==> config.mk <==
export PLATFORM = sky130hd
export DESIGN_NAME = split_issue_13bit
export DESIGN_NICKNAME = d
export VERILOG_FILES = /design/src/rtl/split_issue_13bit.sv
export SDC_FILE = /design/constraint.sdc
export NUM_CORES = 1
export LEC_CHECK = 0
export ABC_AREA = 1
export BUFFER_PORTS_ARGS = -buffer_cell sky130_fd_sc_hd__buf_2
export CORE_ASPECT_RATIO = 2
export CORE_MARGIN = 5
export CORE_UTILIZATION = 60
export CTS_BUF_LIST = sky130_fd_sc_hd__clkbuf_8 sky130_fd_sc_hd__clkbuf_16
export CTS_CLUSTER_SIZE = 28
export DETAILED_ROUTE_END_ITERATION = 12
export PLACE_DENSITY = 0.82
export SYNTH_ARGS = -nofsm -noshare
export SYNTH_HDL_FRONTEND = slang
export SYNTH_SLANG_ARGS = --single-unit
==> constraint.sdc <==
create_clock -name clk -period 2.3 [get_ports clk]
set_input_delay 0.345 -clock clk [delete_from_list [all_inputs] [get_ports clk]]
set_output_delay 0.345 -clock clk [all_outputs]
set_load 0.05 [all_outputs]
==> src/rtl/split_issue_13bit.sv <==
`timescale 1ns/1ps
// split_issue_13bit
// Front end of the 13-bit GF(2) Karatsuba stage. Captures one pair of 13-bit
// operands, splits each at bit 7 into a 7-bit low half and a zero-extended
// 6-bit high half, and issues three 7-bit sub-operand pairs in fixed order:
// low (tag 0), middle = lo ^ hi (tag 1), high (tag 2, out_last).
//
// Ports:
//   clk, rst_n          clock, asynchronous active-low reset
//   in_valid/in_ready   operand pair handshake (in_ready is combinational)
//   A_in, B_in          13-bit operands, bit i = coefficient of x^i
//   out_valid/out_ready sub-operand pair handshake
//   A_out, B_out        7-bit sub-operands (registered)
//   out_tag, out_last   slot of the pair, last flag for the high slot
//   op_count            fully issued operand pairs, wraps modulo 2^16
module split_issue_13bit #(
  parameter int unsigned N    = 14,
  parameter int unsigned LO_W = 7
) (
  input  logic            clk,
  input  logic            rst_n,
  input  logic            in_valid,
  output logic            in_ready,
  input  logic [N-2:0]    A_in,
  input  logic [N-2:0]    B_in,
  output logic            out_valid,
  input  logic            out_ready,
  output logic [LO_W-1:0] A_out,
  output logic [LO_W-1:0] B_out,
  output logic [1:0]      out_tag,
  output logic            out_last,
  output logic [15:0]     op_count
);

  localparam int unsigned OP_W  = N - 1;
  localparam int unsigned HI_W  = OP_W - LO_W;
  localparam int unsigned TAG_W = 2;
  localparam int unsigned CNT_W = 16;

  typedef enum logic [1:0] {
    S_IDLE      = 2'd0,
    S_ISSUE_LO  = 2'd1,
    S_ISSUE_MID = 2'd2,
    S_ISSUE_HI  = 2'd3
  } state_e;

  state_e state_q, state_d;

  logic [OP_W-1:0]  a_hold_q, b_hold_q;
  logic             out_valid_q, out_valid_d;
  logic [LO_W-1:0]  a_out_q, a_out_d;
  logic [LO_W-1:0]  b_out_q, b_out_d;
  logic [TAG_W-1:0] tag_q, tag_d;
  logic             last_q, last_d;
  logic [CNT_W-1:0] op_count_q;

  logic             accept;
  logic             issue_done;
  logic [OP_W-1:0]  a_src, b_src;

  // Low half of an operand.
  function automatic logic [LO_W-1:0] lo_half(input logic [OP_W-1:0] x);
    return x[LO_W-1:0];
  endfunction

  // High half of an operand, zero-extended to the sub-operand width.
  function automatic logic [LO_W-1:0] hi_half(input logic [OP_W-1:0] x);
    return LO_W'(x[LO_W +: HI_W]);
  endfunction

  // Ready in IDLE, or during the high-slot handoff so a new pair can enter
  // without a bubble.
  assign in_ready   = (state_q == S_IDLE) || ((state_q == S_ISSUE_HI) && out_ready);
  assign accept     = in_valid && in_ready;
  assign issue_done = (state_q == S_ISSUE_HI) && out_ready;

  // On an accept the holding registers are loaded on the same edge as the
  // low-slot outputs, so the low slot has to be taken from the inputs.
  assign a_src = accept ? A_in : a_hold_q;
  assign b_src = accept ? B_in : b_hold_q;

  // State register.
  always_ff @(posedge clk or negedge rst_n) begin
    if (!rst_n) begin
      state_q <= S_IDLE;
    end else begin
      state_q <= state_d;
    end
  end

  // Next-state logic.
  always_comb begin
    state_d = state_q;
    case (state_q)
      S_IDLE: begin
        if (in_valid) state_d = S_ISSUE_LO;
      end
      S_ISSUE_LO: begin
        if (out_ready) state_d = S_ISSUE_MID;
      end
      S_ISSUE_MID: begin
        if (out_ready) state_d = S_ISSUE_HI;
      end
      S_ISSUE_HI: begin
        if (out_ready) state_d = in_valid ? S_ISSUE_LO : S_IDLE;
      end
      default: state_d = S_IDLE;
    endcase
  end

  // Output next values for the state being entered. While an issue state
  // stalls, state_d and the holding registers are unchanged, so the
  // registered outputs hold.
  always_comb begin
    out_valid_d = 1'b0;
    a_out_d     = '0;
    b_out_d     = '0;
    tag_d       = '0;
    last_d      = 1'b0;
    case (state_d)
      S_ISSUE_LO: begin
        out_valid_d = 1'b1;
        a_out_d     = lo_half(a_src);
        b_out_d     = lo_half(b_src);
        tag_d       = TAG_W'(0);
      end
      S_ISSUE_MID: begin
        out_valid_d = 1'b1;
        a_out_d     = lo_half(a_src) ^ hi_half(a_src);
        b_out_d     = lo_half(b_src) ^ hi_half(b_src);
        tag_d       = TAG_W'(1);
      end
      S_ISSUE_HI: begin
        out_valid_d = 1'b1;
        a_out_d     = hi_half(a_src);
        b_out_d     = hi_half(b_src);
        tag_d       = TAG_W'(2);
        last_d      = 1'b1;
      end
      default: begin
        out_valid_d = 1'b0;
      end
    endcase
  end

  // Output registers.
  always_ff @(posedge clk or negedge rst_n) begin
    if (!rst_n) begin
      out_valid_q <= 1'b0;
      a_out_q     <= '0;
      b_out_q     <= '0;
      tag_q       <= '0;
      last_q      <= 1'b0;
    end else begin
      out_valid_q <= out_valid_d;
      a_out_q     <= a_out_d;
      b_out_q     <= b_out_d;
      tag_q       <= tag_d;
      last_q      <= last_d;
    end
  end

  // Operand holding registers, written only on accept.
  always_ff @(posedge clk or negedge rst_n) begin
    if (!rst_n) begin
      a_hold_q <= '0;
      b_hold_q <= '0;
    end else if (accept) begin
      a_hold_q <= A_in;
      b_hold_q <= B_in;
    end
  end

  // Completed-pair counter, bumped when the high slot is taken.
  always_ff @(posedge clk or negedge rst_n) begin
    if (!rst_n) begin
      op_count_q <= '0;
    end else if (issue_done) begin
      op_count_q <= op_count_q + CNT_W'(1);
    end
  end

  assign out_valid = out_valid_q;
  assign A_out     = a_out_q;
  assign B_out     = b_out_q;
  assign out_tag   = tag_q;
  assign out_last  = last_q;
  assign op_count  = op_count_q;

endmodule

---- Word-level counts from Yosys, hierarchy flattened ----
Cells that the tools add are included.
operators by class
  $add $sub $neg .......................... 1
  equality and inequality tests ........... 6
  multiplexer cells ....................... 13
  bitwise gates (word level) .............. 2
  reductions and logical operators ........ 5
operator list
  operator               count
  $pmux 7 s3             2
  $mux 13                2
  $add 16x1->16 const B  1
  $xor 7x6->7            2
  $eq 2x2->1 const B     4
  $mux 2                 4
  $pmux 2 s4             1
  $eq 2x1->1 const B     2
  $pmux 2 s2             1
  $mux 1                 3
  $reduce_or 3->1        1
  $logic_and 1x1->1      2
  $logic_not 2->1        1
  $logic_or 1x1->1       1
word-level totals
  register bits ........................... 62
  input port bits ......................... 30
  output and inout port bits .............. 35
  word-level logic and storage cells ...... 36

---- Depth between registers and ports, before layout ----
Gate-level depths: netlist (run 1).
  depth after elaboration ................. 7
  depth in mapped cells ................... 11

---- Worst setup path after synthesis (run 1) ----
No wires, ideal clock.
  path kind ............................... register to register
  from .................................... register op_count_q[1] (netlist: op_count[1])
  to ...................................... register op_count_q[12] (netlist: op_count[12])
  arrival time ............................ 1539 ps
  data required time ...................... 2176 ps
  path slack .............................. 637 ps
  stages on the path, launching flop included .. 8
  buffers on the path ..................... 0
  clock period less this slack ............ 1663 ps
  cells stage by stage .................... dfrtp_1 -> ha_1 -> inv_1 -> nor2_1 -> nand2_1 -> nor2_2 -> nand3_1 -> xor2_1
on the way
  longest elaborated chain between the ends .. 1
ends and longest elaborated chain
  what                      line  text
  start: declaration        55    logic [CNT_W-1:0] op_count_q;
  start signal: assignment  179   op_count_q <= op_count_q + CNT_W'(1);
  $add 16x1->16             179
Every way passes these cells.
A chain may end at the register's enable or synchronous reset.

---- Worst setup path after layout (run 1) ----
  from .................................... register state_q[1]
  to ...................................... output port in_ready
on the way
  longest elaborated chain between the ends .. 3
  elaborated cells on any way between the ends .. 4
  those cells by class .................... eq/ne: 1; reduce/logical: 3
ends and longest elaborated chain
  what                      line  text
  start: declaration        47    state_e state_q, state_d;
  start signal: assignment  87    state_q <= state_d;
  $eq 2x2->1                73    assign in_ready = (state_q == S_IDLE) || ((state_q == S_ISSUE_HI) && out_ready);
  $logic_and 1x1->1         73
  $logic_or 1x1->1 *        73
  end: declaration          23    output logic in_ready,
Mark *: on every way between the ends. The rest lies on a longest branch, timed or not.

==> reports/summary.md, run 1 <==
- **VDD IR max** 1.12 mV
- **Cell Rows** 38
- **deepest clock path buffer count** 2
- **worst-path fanout max** 15
- **floorplan die area** 7270 um^2
- **achievable clock frequency** 479 MHz
- **pre-CTS WS** 556 ps
- **routed wirelength normalized by instance count** 12.9 um
- **final critical-path required period** 2090 ps
- **core footprint** 5420 um^2
- **ant diodes** 0
- **vias after detailed routing** 2858
- **CTS-repair resized insts** 0
- **sequential-to-total area share from yosys stat** 0.463
- **fraction of the cycle the final worst path needs** 0.909
- **Setup Fix Bufs, Post-CTS** 0
- **Via density** 5.17
- **required time of the critical path** 1960 ps
- **relative slew slack** 0.598
- **RSZ-0062 raised after global routing** no
- **post-layout worst setup margin** 210 ps
- **share of final-layout standard cells stronger than drive strength 1** 0.254
- **dominant cell type by area after synthesis** dfrtp_1
- **Yosys warnings** 0
- **area of the mapped netlist** 3350 um^2
- **overall global routing resource usage** 0.215
- **Synth area leaders** dfrtp_1, nand2_1, nand3_2, inv_1, nand3_1
- **DR iter-0 viols** 134
- **clock network fraction of total power** 0.141
- **Worst Setup Path Type** reg -> out
- **count of unique library cells instantiated by Yosys** 28
- **maximum level of the CTS H-tree** 3
- **Synth Net Count** 450
- **cell count after synthesis** 419
- **run status** complete, no violations
- **largest net degree at the start of global routing** 39
- **power density normalized to cell area** 1450 nW/um^2
- **Residual DRC** 0
- **Final Max Slew Viols** 0
- **Post-Synthesis Mean Instance Area** 8.00 um^2
- **area growth from synthesis to layout** 15.3%
- **CTS sink count** 62
- **proportion of power drawn by combinational gates** 0.550
- **design internal power** 2.80 mW
- **Post-Route WL** 7.11 mm
- **Antenna Violating Nets Remaining** 0
- **fraction of synthesized cell area taken by the top area cell type** 0.463
- **Switching Power** 2.79 mW
- **first-pass GRT wire length** 12.4 mm
- **Setup Skew** 7.78 ps
- **Chip Width** 62.9 um
- **max-cap check violation count** 0
- **overall overflow remaining after global route** 0
- **number of setup violations in the final report** 0
- **clock transition at the register clock pins on the worst setup and hold paths after CTS** 70 ps
- **critical path launch point type** flip-flop
- **placer congestion estimate** 0.792
- **flip-flop and latch count after synthesis** 62
- **Port Buffers** 64
- **number of antenna violations at the first check in global routing** 0
- **Critical Path AT** 1740 ps
- **iteration count of the initial detailed-routing pass** 4
- **Final Hold Fails** 0
- **number of I/O pins** 65
- **Hold WC Path Type** in -> reg
- **clock network latency to the later pin of the worst-skew pair** 340 ps
- **portion of total power attributed to sequential cells** 0.310
- **static power due to leakage** 2.30 nW
- **vias in the first global route** 2907
- **net switching share of the total power** 0.499
- **starting density of the core** 0.618
- **total number of nets in the final design** 519
- **TritonCTS clock tree** yes
- **number of buffers created by CTS** 9
- **Detail Placement HPWL** 5.29 mm
- **critical path capture point type** primary output
- **buffer cell driving the clock tree root** clkbuf_8
- **Die Ht** 116 um
- **final sum of negative setup slack** 0 ps
- **worst-margin pin slew** 603 ps
[per-stage QoR]
stage          hold WS, ps  instances  instance area, um^2  total power, mW   util
2_1_floorplan         49.4        419                 3350             4.29      -
3_3_place_gp           377        536                 3690             4.73  0.681
3_5_place_dp           379        536                 3690             4.84  0.681
4_1_cts                240        553                 3860             5.65  0.713
5_1_grt                249        553                 3860             6.10  0.713
6_report               261        553                 3860             5.58  0.713
[cell usage after synthesis]
library cell    n
nor3_2          1
nor2_2          2
nor2_4          1
nand3_1        49
a21oi_1         4
nand2_4         1
or2_2           1
nand2_2         3
buf_4           2
inv_1          69
and2_1          1
buf_12          1
buf_2           8
inv_2           2
o21a_1          2
nor3_1          2
buf_8           2
buf_6           2
nand4_1         4
nand3_4         1
xor2_1          7
ha_1            1
nand2_1       146
dfrtp_1        62
nand3_2        30
xnor2_1         3
nor2_1         11
nand3b_1        1
[cell usage in the layout, fill, tap and decap left out, types with 2 or more instances in the layout]
cell,n
nor2_1,11
nand2_1,146
xor2_1,7
nand4_1,4
buf_4,7
o21a_1,2
nand3_1,49
nor3_1,2
nand3_2,30
xnor2_1,3
dfrtp_1,62
nand2_2,3
buf_2,64
inv_2,2
nor2_2,2
clkbuf_8,10
inv_1,74
a21oi_1,4
[worst paths after layout]
path	start	to	slack [ps]	cells after the start
worst max-delay path	state_q[1]	in_ready	210	5
worst min-delay path	B_in[8]	b_hold_q[8]	260	3
worst max register to register	state_q[1]	B_out[3]	580	11
worst min register to register	b_hold_q[11]	b_hold_q[11]	460	2
max in group asynchronous	rst_n	B_out[0]	1130	3
min in group asynchronous	rst_n	out_tag[0]	550	2
[metal layers]
metal  vias to the layer above  wire (um)  track usage
met3                        15        352       0.0563
li1                       1419          -            -
met2                        74       3930        0.391
met5                         -          0            0
met1                      1350       2680        0.220
met4                         0        143        0.120
[area by class of cell]
| type | instances | area [um^2] |
|---|---|---|
| Tap cell | 60 | 75.1 |
| Clock inverter | 6 | 23.8 |
| Multi-Input combinational cell | 271 | 1410 |
| Inverter | 71 | 267 |
| Clock buffer | 10 | 138 |
| Fill cell | 467 | 1560 |
| Sequential cell | 62 | 1550 |
| Timing Repair Buffer | 73 | 403 |
[timing repair]
action                                  CTS  global route
endpoints found under the setup margin    0             0
endpoints found under the hold margin     6             0
hold buffers                              1             0
[flip-flops by register name (all words and copies together) (netlist names)]
| signal | cells |
|---|---|
| state_q | 2 |
| b_hold_q | 13 |
| op_count | 16 |
| out_valid | 1 |
| B_out | 7 |
| a_hold_q | 13 |
| out_tag | 2 |
| A_out | 7 |
| out_last | 1 |
[power groups by stage]
| stage | Combinational, mW | Sequential [mW] | Clock [mW] |
|---|---|---|---|
| after detailed placement | 3.09 | 1.74 | 0 |
| after global routing | 3.46 | 1.78 | 0.867 |
| after CTS | 3.10 | 1.73 | 0.819 |
| final | 3.07 | 1.73 | 0.786 |
| after global placement | 3.00 | 1.73 | 0 |
| after floorplan | 1.89 | 2.40 | 0 |
[worst max-delay path: stages, from the launching register on]
cell,delay [ps]
dfrtp_1,430
inv_1,120
nand2_2,90
nand2_4,200
buf_4,260
buf_2,290
[logic make-up after synthesis]
logic type	after synthesis	synth area share
AO/OA/AOI/OAI	6	0.0105
XOR/XNOR	10	0.0261
adder cells (fa/ha/maj)	1	0.00373
buffers and inverters	86	0.118
flip-flops	62	0.463
AND/OR/NAND/NOR	254	0.379
No activity file was read; power rests on OpenSTA's default activity.
==> inputs of run 2 (changes only) <==
--- a/config.mk
+++ b/config.mk
@@ -9,11 +9,11 @@
 export BUFFER_PORTS_ARGS = -buffer_cell sky130_fd_sc_hd__buf_2
 export CORE_ASPECT_RATIO = 2
 export CORE_MARGIN = 5
-export CORE_UTILIZATION = 60
+export CORE_UTILIZATION = 50
 export CTS_BUF_LIST = sky130_fd_sc_hd__clkbuf_8 sky130_fd_sc_hd__clkbuf_16
 export CTS_CLUSTER_SIZE = 28
 export DETAILED_ROUTE_END_ITERATION = 12
-export PLACE_DENSITY = 0.82
+export PLACE_DENSITY = 0.72
 export SYNTH_ARGS = -nofsm -noshare
 export SYNTH_HDL_FRONTEND = slang
 export SYNTH_SLANG_ARGS = --single-unit
==> constraint.sdc (replaced) <==
create_clock -name clk -period 1.7 [get_ports clk]
set_input_delay 0.255 -clock clk [delete_from_list [all_inputs] [get_ports clk]]
set_output_delay 0.255 -clock clk [all_outputs]
set_load 0.05 [all_outputs]
==> reports/summary.md, run 2 (synthesized netlist as in run 1, its figures left out) <==
- **run status** complete, no violations, unchanged
- **count of placed standard cells in the final layout, fillers left out** 585, was 553
- **post-layout worst setup margin** 103 ps, was 210 ps
- **vias after detailed routing** 2849, was 2858
- **clock transition at the register clock pins on the worst setup and hold paths after CTS** 50 ps, was 70 ps
- **max FFs per register** 16, unchanged
- **number of antenna violations at the first check in global routing** 0, unchanged
- **number of filler cells placed in the layout** 572, was 467
- **worst-case reg-to-reg path depth** 11, unchanged
- **Critical Path AT** 1340 ps, was 1740 ps
- **pre-CTS WS** 158 ps, was 556 ps
- **placer congestion estimate** 0.775, was 0.792
- **total number of nets in the final design** 523, was 519
- **worst-path fanout max** 9, was 15
- **largest net degree at the start of global routing** 63, was 39
- **share of final-layout standard cells stronger than drive strength 1** 0.268, was 0.254
- **VDD IR max** 1.39 mV, was 1.12 mV
- **floorplan die area** 8540 um^2, was 7270 um^2
- **Chip Width** 67.9 um, was 62.9 um
- **Setup Skew** 6.72 ps, was 7.78 ps
- **required time of the critical path** 1440 ps, was 1960 ps
- **number of setup violations in the final report** 0, unchanged
- **portion of total power attributed to sequential cells** 0.273, was 0.310
- **destination of the critical timing path** in_ready, unchanged
- **proportion of power drawn by combinational gates** 0.494, was 0.550
- **starting density of the core** 0.510, was 0.618
- **net switching share of the total power** 0.449, was 0.499
- **Cell Rows** 42, was 38
- **max-cap check violation count** 0, unchanged
- **routed wirelength normalized by instance count** 12.1 um, was 12.9 um
- **DR iter-0 viols** 94, was 134
- **overall overflow remaining after global route** 0, unchanged
- **achievable clock frequency** 626 MHz
- **design internal power** 4.75 mW, was 2.80 mW
- **most frequent cells in the layout** nand2_1, inv_1, buf_2, unchanged
- **static power due to leakage** 2.40 nW, was 2.30 nW
- **final sum of negative setup slack** 0 ps, unchanged
- **worst-case register-to-register setup slack** 140 ps, was 580 ps
- **clock network fraction of total power** 0.233, was 0.141
- **peak per-stage delay on the critical path** 420 ps, was 430 ps
- **Critical-path top delay cell** dfrtp_1, unchanged
- **Antenna Violating Nets Remaining** 0, unchanged
- **fraction of the cycle the final worst path needs** 0.940
- **maximum level of the CTS H-tree** 3, unchanged
- **power density normalized to cell area** 2090 nW/um^2, was 1450 nW/um^2
- **Via density** 4.87, was 5.17
- **commonest non-fill, non-tap cell in the layout** nand2_1, unchanged
- **deepest clock path buffer count** 2, unchanged
- **Detail Placement HPWL** 5.10 mm, was 5.29 mm
- **RSZ-0062 raised after global routing** no, unchanged
- **clock network latency to the later pin of the worst-skew pair** 330 ps, was 340 ps
- **Residual DRC** 0, unchanged
- **list of cells traversed by the critical path** inv_2, nand2_2, nand2_4, clkbuf_4, was inv_1, nand2_2, nand2_4, buf_4, buf_2
- **number of I/O pins** 65, unchanged
- **area growth from synthesis to layout** 23.2%, was 15.3%
- **Post-Route WL** 7.10 mm, was 7.11 mm
- **Final Hold Fails** 0, unchanged
- **vias in the first global route** 2781, was 2907
- **Switching Power** 3.87 mW, was 2.79 mW
- **worst flop-to-flop path startpoint** state_q[0], was state_q[1]
- **relative slew slack** 0.775, was 0.598
- **overall global routing resource usage** 0.184, was 0.215
- **iteration count of the initial detailed-routing pass** 5, was 4
- **worst-margin pin slew** 338 ps, was 603 ps
- **total instance count after detailed placement** 568, was 536
- **Final Max Slew Viols** 0, unchanged
- **power after layout** 8.61 mW, was 5.58 mW
- **number of buffers created by CTS** 9, unchanged
- **Worst Setup Path Type** reg -> out, unchanged
- **TritonCTS clock tree** yes, unchanged
- **ant diodes** 0, unchanged
- **Die Ht** 126 um, was 116 um
- **critical path capture point type** primary output, unchanged
- **buffer cell driving the clock tree root** clkbuf_16, was clkbuf_8
- **combined area of the multi-input logic cells** 1410 um^2, unchanged
- **FF+latch area** 1550 um^2, unchanged
- **CTS sink count** 62, unchanged
- **core footprint** 6570 um^2, was 5420 um^2
- **Crit Reg-Reg Endpoint** A_out[3], was B_out[3]
- **Hold WC Path Type** in -> reg, unchanged
- **Critical path origin** state_q[0], was state_q[1]
- **critical path launch point type** flip-flop, unchanged
- **first-pass GRT wire length** 12.0 mm, was 12.4 mm
- **final critical-path required period** 1600 ps
- **Port Buffers** 64, unchanged
==> run 2: timing repair <==
item / CTS / global route
gates resized for setup: 0 / 1
endpoints found under the hold margin: 62 / 0
hold buffers: 1 / 0
buffers inserted: 0 / 0
endpoints found under the setup margin: 0 / 1
==> run 2: worst max-delay path, delay by kind of cell, from the launching register on <==
family                 cells  cell delay [ps]
flip-flops                 1              420
buffers and inverters      2              370
AND/OR/NAND/NOR            2              220
==> run 2: power groups by stage <==
| stage | logic (mW) | clock network, mW | registers (mW) |
|---|---|---|---|
| 2_1_floorplan | 2.56 | 0 | 3.24 |
| 5_1_grt | 4.74 | 2.13 | 2.41 |
| 4_1_cts | 4.30 | 2.05 | 2.36 |
| 3_5_place_dp | 4.26 | 0 | 2.37 |
| 6_report | 4.25 | 2.01 | 2.35 |
| 3_3_place_gp | 4.17 | 0 | 2.35 |
==> run 2: routing by layer <==
layer / track usage / routed length (um) / vias up
li1: - / - / 1428
met1: 0.199 / 2840 / 1353
met2: 0.316 / 3750 / 58
met3: 0.0588 / 338 / 10
met4: 0.0809 / 166 / 0
met5: 0 / 0 / -
==> run 2: layout make-up <==
class                           count  share of cell area
Clock buffer                       12              0.0645
Clock inverter                      4              0.0167
Inverter                           71              0.0645
Multi-Input combinational cell    271               0.341
Sequential cell                    62               0.376
Tap cell                           88              0.0267
Timing Repair Buffer               77               0.111
==> run 2: stage by stage <==
step	area, um^2	hold WS [ps]	util
after floorplan	3350	-40.6	-
after global placement	3780	297	0.576
after detailed placement	3780	294	0.576
after CTS	4130	181	0.628
after global routing	4130	188	0.629
final	4130	193	0.629
==> run 2: worst min-delay path by stage <==
stage               slack, ps  startpoint  cells past startpoint           end
global route              190    B_in[11]                      3  b_hold_q[11]
global placement          300       rst_n                      2      B_out[6]
detailed placement        290       rst_n                      2    out_tag[0]
floorplan                 -40       rst_n                      0      A_out[0]
CTS                       180     B_in[7]                      3   b_hold_q[7]
finish                    190    A_in[11]                      3  a_hold_q[11]
==> inputs of run 3 (changes only) <==
--- a/config.mk
+++ b/config.mk
@@ -8,12 +8,13 @@
 export ABC_AREA = 1
 export BUFFER_PORTS_ARGS = -buffer_cell sky130_fd_sc_hd__buf_2
 export CORE_ASPECT_RATIO = 2
-export CORE_MARGIN = 5
-export CORE_UTILIZATION = 50
+export CORE_MARGIN = 2
+export CORE_UTILIZATION = 35
 export CTS_BUF_LIST = sky130_fd_sc_hd__clkbuf_8 sky130_fd_sc_hd__clkbuf_16
 export CTS_CLUSTER_SIZE = 28
 export DETAILED_ROUTE_END_ITERATION = 12
-export PLACE_DENSITY = 0.72
+export PLACE_DENSITY = 0.53
+export RECOVER_POWER = 25
 export SYNTH_ARGS = -nofsm -noshare
 export SYNTH_HDL_FRONTEND = slang
 export SYNTH_SLANG_ARGS = --single-unit
==> reports/summary.md, run 3 (synthesized netlist as in run 1, its figures left out) <==
- **Antenna Violating Nets Remaining** 0, unchanged
- **Hold WC Path Type** in -> reg, unchanged
- **worst-path fanout max** 11, was 9
- **Worst Setup Path Type** reg -> out, unchanged
- **Final Max Slew Viols** 0, unchanged
- **number of setup violations in the final report** 0, unchanged
- **ant diodes** 0, unchanged
- **overall overflow remaining after global route** 0, unchanged
- **fraction of the cycle the final worst path needs** 0.942, was 0.940
- **post-route standard cell area excluding fillers** 4090 um^2, was 4130 um^2
- **deepest clock path buffer count** 2, unchanged
- **count of placed standard cells in the final layout, fillers left out** 603, was 585
- **Residual DRC** 0, unchanged
- **Detail Placement HPWL** 5.54 mm, was 5.10 mm
- **Final Hold Fails** 0, unchanged
- **largest net degree at the start of global routing** 50, was 63
- **Chip Width** 73.2 um, was 67.9 um
- **starting density of the core** 0.360, was 0.510
- **total number of nets in the final design** 527, was 523
- **max-cap check violation count** 0, unchanged
- **critical path launch point type** flip-flop, unchanged
- **buffer cell driving the clock tree root** clkbuf_16, unchanged
- **area growth from synthesis to layout** 21.9%, was 23.2%
- **TritonCTS clock tree** yes, unchanged
- **number of buffers created by CTS** 9, unchanged
- **CTS sink count** 62, unchanged
- **Via density** 4.66, was 4.87
- **core footprint** 9320 um^2, was 6570 um^2
- **routed wirelength normalized by instance count** 12.5 um, was 12.1 um
- **floorplan die area** 10400 um^2, was 8540 um^2
- **first-pass GRT wire length** 12.7 mm, was 12.0 mm
- **clock transition at the register clock pins on the worst setup and hold paths after CTS** 50 ps, about the same
- **static power due to leakage** 2.38 nW, was 2.40 nW
- **most frequent cells in the layout** nand2_1, inv_1, dfrtp_1, buf_2, nand3_1, was nand2_1, inv_1, buf_2
- **share of final-layout standard cells stronger than drive strength 1** 0.267, was 0.268
- **VDD IR max** 0.974 mV, was 1.39 mV
- **vias after detailed routing** 2812, was 2849
- **power after layout** 8.20 mW, was 8.61 mW
- **run status** complete, no violations, unchanged
- **worst-case register-to-register setup slack** 140 ps, about the same
- **vias in the first global route** 2781, unchanged
- **Die Ht** 142 um, was 126 um
- **required time of the critical path** 1440 ps, about the same
- **power density normalized to cell area** 2010 nW/um^2, was 2090 nW/um^2
- **commonest non-fill, non-tap cell in the layout** nand2_1, unchanged
- **worst-margin pin slew** 824 ps, was 338 ps
- **number of I/O pins** 65, unchanged
- **Cell Rows** 50, was 42
- **clock network latency to the later pin of the worst-skew pair** 320 ps, was 330 ps
- **iteration count of the initial detailed-routing pass** 4, was 5
- **Setup Skew** 2.79 ps, was 6.72 ps
- **number of antenna violations at the first check in global routing** 0, unchanged
- **Post-Route WL** 7.55 mm, was 7.10 mm
- **achievable clock frequency** 624 MHz, was 626 MHz
- **overall global routing resource usage** 0.158, was 0.184
- **total instance count after detailed placement** 588, was 568
- **DR iter-0 viols** 65, was 94
- **maximum level of the CTS H-tree** 3, unchanged
- **max FFs per register** 16, unchanged
- **Critical Path AT** 1350 ps, was 1340 ps
- **area post-placement** 3810 um^2, was 3780 um^2
- **placer congestion estimate** 0.817, was 0.775
- **critical path capture point type** primary output, unchanged
- **relative slew slack** 0.451, was 0.775
- **Port Buffers** 64, unchanged
- **final critical-path required period** 1600 ps, about the same
-- run 3: layer usage --
metal  vias to the layer above  share of wire  track usage
met3                         8          0.035       0.0375
met1                      1320           0.39        0.171
met4                         0          0.020       0.0643
li1                       1436              -            -
met2                        48           0.55        0.284
met5                         -              0            0
-- run 3: timing repair --
item,in CTS,in global routing
gates resized for setup,0,3
endpoints found under the setup margin,0,12
hold buffers,1,0
setup buffers,0,0
hold endpoints to repair,13,0
-- run 3: cell type report --
| type | count | area [um^2] |
|---|---|---|
| Clock buffer | 10 | 239 |
| Clock inverter | 4 | 17.5 |
| Inverter | 71 | 267 |
| Multi-Input combinational cell | 271 | 1420 |
| Timing Repair Buffer | 81 | 468 |
| Sequential cell | 62 | 1550 |
| Fill cell | 963 | 5230 |
| Tap cell | 104 | 130 |
-- run 3: final timing paths --
kind / cells past startpoint / from / end
setup / recovery: 4 / state_q[0] / in_ready
hold / removal: 3 / B_in[7] / b_hold_q[7]
setup reg to reg: 11 / state_q[0] / B_out[2]
hold reg to reg: 2 / a_hold_q[11] / a_hold_q[11]
max in group asynchronous: 3 / rst_n / a_hold_q[3]
min in group asynchronous: 2 / rst_n / out_tag[0]
-- run 3: per-stage QoR --
| stage | TNS [ps] | setup WS [ps] | utilization | hold slack (ps) |
|---|---|---|---|---|
| floorplan | 0 | 37.1 | - | -40.6 |
| global placement | 0 | 120 | 0.408 | 182 |
| detailed placement | 0 | 82.6 | 0.408 | 183 |
| CTS | 0 | 10.6 | 0.437 | 172 |
| global route | -27.6 | -13.1 | 0.439 | 189 |
| finish | 0 | 98.1 | 0.439 | 192 |
-- run 3: power by group --
| part | total (mW) | leakage (nW) | internal [mW] | switching [mW] |
|---|---|---|---|---|
| clock | 1.59 | 0.137 | 0.991 | 0.594 |
| combinational | 4.28 | 1.48 | 1.27 | 3.01 |
| sequential | 2.34 | 0.764 | 2.08 | 0.256 |
| total | 8.20 | 2.38 | 4.34 | 3.86 |
-- run 3: critical path, stage by stage (launching register included) --
cell	delay (ps)
dfrtp_1	420
inv_2	120
nand2_2	110
nand2_8	120
clkbuf_4	250
